`src/rtl/vga_scan_out.sv`:
```
// VGA raster generator and output stage: free-running h/v counters feed the tile
// controller, and returned pixel colour is aligned with delayed sync/blank controls.
module vga_scan_out #(
  parameter int unsigned H_ACTIVE     = 640,
  parameter int unsigned H_FP         = 16,
  parameter int unsigned H_SYNC       = 96,
  parameter int unsigned H_BP         = 48,
  parameter int unsigned V_ACTIVE     = 480,
  parameter int unsigned V_FP         = 10,
  parameter int unsigned V_SYNC       = 2,
  parameter int unsigned V_BP         = 33,
  parameter int unsigned READ_LATENCY = 1
) (
  input  logic       clk,
  input  logic       rst_n,
  output logic [9:0] h_count,
  output logic [9:0] v_count,
  input  logic [7:0] pixel_data,
  output logic [3:0] vga_r,
  output logic [3:0] vga_g,
  output logic [3:0] vga_b,
  output logic       vga_hs,
  output logic       vga_vs,
  output logic       frame_start
);

  localparam logic [9:0] H_LAST      = 10'(H_ACTIVE + H_FP + H_SYNC + H_BP - 1);
  localparam logic [9:0] V_LAST      = 10'(V_ACTIVE + V_FP + V_SYNC + V_BP - 1);
  localparam logic [9:0] H_VIS       = 10'(H_ACTIVE);
  localparam logic [9:0] V_VIS       = 10'(V_ACTIVE);
  localparam logic [9:0] H_SYNC_BEG  = 10'(H_ACTIVE + H_FP);
  localparam logic [9:0] H_SYNC_END  = 10'(H_ACTIVE + H_FP + H_SYNC);
  localparam logic [9:0] V_SYNC_BEG  = 10'(V_ACTIVE + V_FP);
  localparam logic [9:0] V_SYNC_END  = 10'(V_ACTIVE + V_FP + V_SYNC);

  logic active_s;
  logic hs_raw_s;
  logic vs_raw_s;
  logic fs_raw_s;

  logic [READ_LATENCY-1:0] act_pipe_r;
  logic [READ_LATENCY-1:0] hs_pipe_r;
  logic [READ_LATENCY-1:0] vs_pipe_r;
  logic [READ_LATENCY-1:0] fs_pipe_r;

  // Raster counters; the frame origin (0,0) is visited exactly once per frame.
  always_ff @(posedge clk or negedge rst_n) begin
    if (!rst_n) begin
      h_count <= 10'd0;
      v_count <= 10'd0;
    end else if (h_count == H_LAST) begin
      h_count <= 10'd0;
      if (v_count == V_LAST) begin
        v_count <= 10'd0;
      end else begin
        v_count <= v_count + 10'd1;
      end
    end else begin
      h_count <= h_count + 10'd1;
    end
  end

  // Timing decode from the current raster position.
  always_comb begin
    active_s = (h_count < H_VIS) && (v_count < V_VIS);
    hs_raw_s = !((h_count >= H_SYNC_BEG) && (h_count < H_SYNC_END));
    vs_raw_s = !((v_count >= V_SYNC_BEG) && (v_count < V_SYNC_END));
    fs_raw_s = (h_count == 10'd0) && (v_count == 10'd0);
  end

  // Delay controls by the controller read latency so they meet pixel_data.
  always_ff @(posedge clk or negedge rst_n) begin
    if (!rst_n) begin
      act_pipe_r <= {READ_LATENCY{1'b0}};
      hs_pipe_r  <= {READ_LATENCY{1'b1}};
      vs_pipe_r  <= {READ_LATENCY{1'b1}};
      fs_pipe_r  <= {READ_LATENCY{1'b0}};
    end else begin
      act_pipe_r[0] <= active_s;
      hs_pipe_r[0]  <= hs_raw_s;
      vs_pipe_r[0]  <= vs_raw_s;
      fs_pipe_r[0]  <= fs_raw_s;
      for (int i = 1; i < int'(READ_LATENCY); i++) begin
        act_pipe_r[i] <= act_pipe_r[i-1];
        hs_pipe_r[i]  <= hs_pipe_r[i-1];
        vs_pipe_r[i]  <= vs_pipe_r[i-1];
        fs_pipe_r[i]  <= fs_pipe_r[i-1];
      end
    end
  end

  // Output register: RGB332 expanded to 4 bits per channel by MSB replication.
  always_ff @(posedge clk or negedge rst_n) begin
    if (!rst_n) begin
      vga_r       <= 4'h0;
      vga_g       <= 4'h0;
      vga_b       <= 4'h0;
      vga_hs      <= 1'b1;
      vga_vs      <= 1'b1;
      frame_start <= 1'b0;
    end else begin
      if (act_pipe_r[READ_LATENCY-1]) begin
        vga_r <= {pixel_data[7:5], pixel_data[7]};
        vga_g <= {pixel_data[4:2], pixel_data[4]};
        vga_b <= {pixel_data[1:0], pixel_data[1:0]};
      end else begin
        vga_r <= 4'h0;
        vga_g <= 4'h0;
        vga_b <= 4'h0;
      end
      vga_hs      <= hs_pipe_r[READ_LATENCY-1];
      vga_vs      <= vs_pipe_r[READ_LATENCY-1];
      frame_start <= fs_pipe_r[READ_LATENCY-1];
    end
  end

endmodule
```
`config.mk`:
```
export PLATFORM = sky130hd
export DESIGN_NAME = vga_scan_out
export DESIGN_NICKNAME = d
export VERILOG_FILES = /design/src/rtl/vga_scan_out.sv
export SDC_FILE = /design/constraint.sdc
export NUM_CORES = 1
export LEC_CHECK = 0
export CORE_ASPECT_RATIO = 1.25
export CORE_MARGIN = 2
export CORE_UTILIZATION = 50
export DETAILED_ROUTE_END_ITERATION = 8
export PLACE_DENSITY = 0.8
export SLEW_MARGIN = 10
export SYNTH_ARGS = -nofsm -noshare
export SYNTH_HDL_FRONTEND = slang
export SYNTH_SLANG_ARGS = --single-unit
```
`constraint.sdc`:
```
create_clock -name clk -period 3.81 [get_ports clk]
set_input_delay 0.9525 -clock clk [delete_from_list [all_inputs] [get_ports clk]]
set_output_delay 0.9525 -clock clk [all_outputs]
set_load 0.03 [all_outputs]
```
==> reports/results.tsv <==
stage	metric	value	unit
sta	Worst Max-Slew Pin Slew	410	ps
outcome	outcome	completed	
sta	final worst slack	1290	ps
clock_network	CTS tree	done	
clock_network	Max Root-Sink Buffers	2	
drt	drt wl/cell	13.8	µm
die	core region area	2950	µm²
worst_setup_path	FF-to-FF Start	h_count[0]	
placement	post-detail-place hpwl	2150	µm
logic_synthesis	Post-synth EDFFs	0	
worst_setup_path	crit-path cells	clkdlybuf4s50_1	
clock_network	Clk Tree Root Cell	clkbuf_4	
placement	Inst Count DP	215	
worst_setup_path	Crit path largest cell delay	730	ps
worst_setup_path	Max FO, Critical Path	9	
sta	setup tns final	0	ps
logic_synthesis	mapped cell area	1540	µm²
placement	pre-CTS setup slack	1670	ps
clock_network	Clock Latency Late Sink	340	ps
logic_synthesis	adder-cell share of the synthesized area	3.25	%
run	MaxCap Viol Count	0	
cells_and_area	Antenna diodes	0	
worst_setup_path	Worst Reg2Reg Path Length in Cells	5	
cells_and_area	ratio of cells with drive above 1 in the final layout	9.09	%
hold_path	hold path cells	0	
logic_synthesis	asr flop ratio synth	100	%
cells_and_area	fill count	212	
logic_synthesis	Synth top cells by count	dfrtp_1, nand3_1, and2_1, nor2_1	
die	site row count	22	
worst_setup_path	worst path buffer plus inverter count	1	
clock_network	post-CTS setup repair buffer count	0	
logic_synthesis	sequential area share after synthesis	57.2	%
die	Die ar.	3540	µm²
drt	vias per cell	5.38	
logic_synthesis	Net Count, Synth	154	
pwr	Lkg Pwr	0.888	nW
pwr	P per Cell Area	315	nW/µm²
cells_and_area	non-filler instance count after layout	223	
sta	Layout Skew	12.6	ps
logic_synthesis	multiplexer share of the synthesized area	0	%
hold_path	Hold Crit Start	fs_pipe_r	
die	num ports	45	
sta	fin. max-slew vios	0	
global_routing	largest net degree at the start of global routing	36	
sta	crit path time final	2520	ps
worst_setup_path	delay-heaviest family, CP	buffers and inverters	
logic_synthesis	Post-Synth XOR/XNOR Area	6.26	%
sta	Slew HR	72.4	%
worst_setup_path	Worst EP arrival	1560	ps
sta	final setup violation count	0	
drt	drt pass-1 iters	4	
sta	Final Hold Viols	0	
placement	PortBufs	44	
logic_synthesis	Yosys cell types	29	
sta	Worst Hold Slack	355	ps
drt	drt initial violations	30	
worst_setup_path	Worst R2R Setup Slack	1610	ps
die	starting density of the core	52.3	%
drt	Total Routed Length	3080	µm
cells_and_area	Final #Nets	200	
sta	setup repair after global routing missed its margin	no	
logic_synthesis	FF+latch count, synth	35	
worst_setup_path	Slowest cell on crit path	clkdlybuf4s50_1	
clock_network	post_cts resized	0	
clock_network	cts hold-fix bufs	0	
global_routing	GRT Util Overall	20.6	%
cells_and_area	Area growth, synth to finish	33.3	%
worst_setup_path	r2r endpoint	v_count[9]	
worst_setup_path	Setup crit start kind	flip-flop	
logic_synthesis	top_reg_cell synth	dfrtp_1	
worst_setup_path	Required @ worst endpoint	2860	ps
logic_synthesis	cell with the most instances after synthesis	dfrtp_1	
logic_synthesis	Synth area leader	dfrtp_1	
clock_network	clock sinks	35	
drt	DRC	0	
sta	part of the cycle the worst path needs	66.0	%
global_routing	global-route wire length before repair	5180	µm
drt	DRT antenna net count	0	
logic_synthesis	post-synthesis instance total	140	
hold_path	hold endpoint	frame_start	
global_routing	antenna violations before repair	0	
die	chip height	66.1	µm
clock_network	Inserted Clock Buffers	5	
logic_synthesis	ranking of synthesized cells by area	dfrtp_1, dfstp_2, nand3_1	
clock_network	H-Tree Depth	2	
logic_synthesis	largest family of logic cells by synthesized area	simple AND/OR/NAND/NOR gates	
logic_synthesis	post-synthesis simple-gate area fraction	23.4	%
worst_setup_path	Setup CP Type	flip-flop to output pin	
worst_setup_path	CP endpoint kind	output pin	
hold_path	HP Class	flip-flop to flip-flop	
global_routing	number of global-route vias before repair	1141	
sta	Peak Freq	0.398	GHz
pwr	Worst VDD drop	0.224	mV
logic_synthesis	synth warn	0	
global_routing	GRT overflow	0	
drt	routed vias	1200	
clock_network	Clock transition at path regs	100	ps
die	die width	53.6	µm
placement	gpl congestion	0.893	
logic_synthesis	share of the synthesized area in the top cell type	50.4	%
logic_synthesis	Post-Syn Area per Cell	11.0	µm²
logic_synthesis	Synth Area in Compound Gates	4.79	%
[power breakdown]
part,leakage (nW),internal (W),switching (W)
sequential,0.437,0.000376,0.00000154
combinational,0.413,0.0000215,0.0000248
clock,0.0386,0.000108,0.000115
[final cells by class]
cell class                 instances  area [µm²]  share of cell area (%)
timing repair buffer              46         455                    22.2
sequential                        35         881                    42.9
clock buffer                       8        68.8                    3.35
inverter                           6        22.5                    1.10
multi-input combinational         92         581                    28.3
tap                               36        45.0                    2.19
[kinds of logic (layout without fill, tap and decap cells)]
kind of cell               Yosys count  after routing
AOI/OAI and AO/OA                   12             12
xor gates and xnor gates            11             11
adders and majority gates            4              4
buffers and inverters               13             60
DFF                                 35             35
and+or+nand+nor                     65             65
[flip-flops by register name, indices dropped and copies added, names as in the netlist]
| register | cells |
|---|---|
| v_count | 10 |
| act_pipe_r | 1 |
| vga_b | 2 |
| fs_pipe_r | 1 |
| vga_hs | 1 |
| frame_start | 1 |
| vga_g | 3 |
| hs_pipe_r | 1 |
| vs_pipe_r | 1 |
| h_count | 10 |
| vga_r | 3 |
| vga_vs | 1 |
[cell usage in the layout (no fill, tap or decap), types with 3 or more instances in the layout]
cell	Yosys	final
nand3_1	13	13
nand4_1	5	5
xor2_1	6	6
nand2_1	5	5
o31ai_1	3	3
nor3_1	4	4
and2_1	9	9
clkdlybuf4s50_1	0	44
nor2_1	9	9
ha_1	4	4
clkbuf_4	0	5
xnor2_1	5	5
dfstp_2	4	4
and3_1	3	3
inv_1	6	6
nor4_1	6	6
o21ai_0	4	4
dfrtp_1	31	31
nand2b_1	3	3
[worst max path at each step]
| stage | startpoint | end | cells past startpoint |
|---|---|---|---|
| finish | v_count[2] | v_count[2] | 1 |
| global route | v_count[2] | v_count[2] | 1 |
| CTS | h_count[5] | h_count[5] | 1 |
| detailed placement | h_count[0] | v_count[9] | 5 |
| global placement | h_count[6] | h_count[6] | 1 |
| floorplan | h_count[5] | v_count[9] | 6 |
[metrics by stage]
step,instance area (µm²),power [W],util [%]
floorplan,1540,0.000404,-
global placement,1980,0.000431,67.4
detailed placement,1980,0.000432,67.4
CTS,2050,0.000656,69.7
global route,2050,0.000675,69.7
finish,2050,0.000647,69.7
[routing by layer]
metal / global-route usage (%) / vias to the layer above / share of wire, %
met4: 10.6 / 0 / 2.5
met3: 4.30 / 10 / 7.4
met2: 32.3 / 65 / 47
met1: 26.5 / 556 / 43
li1: - / 569 / -
met5: 0 / - / 0
No activity file was read; power rests on OpenSTA's default activity.
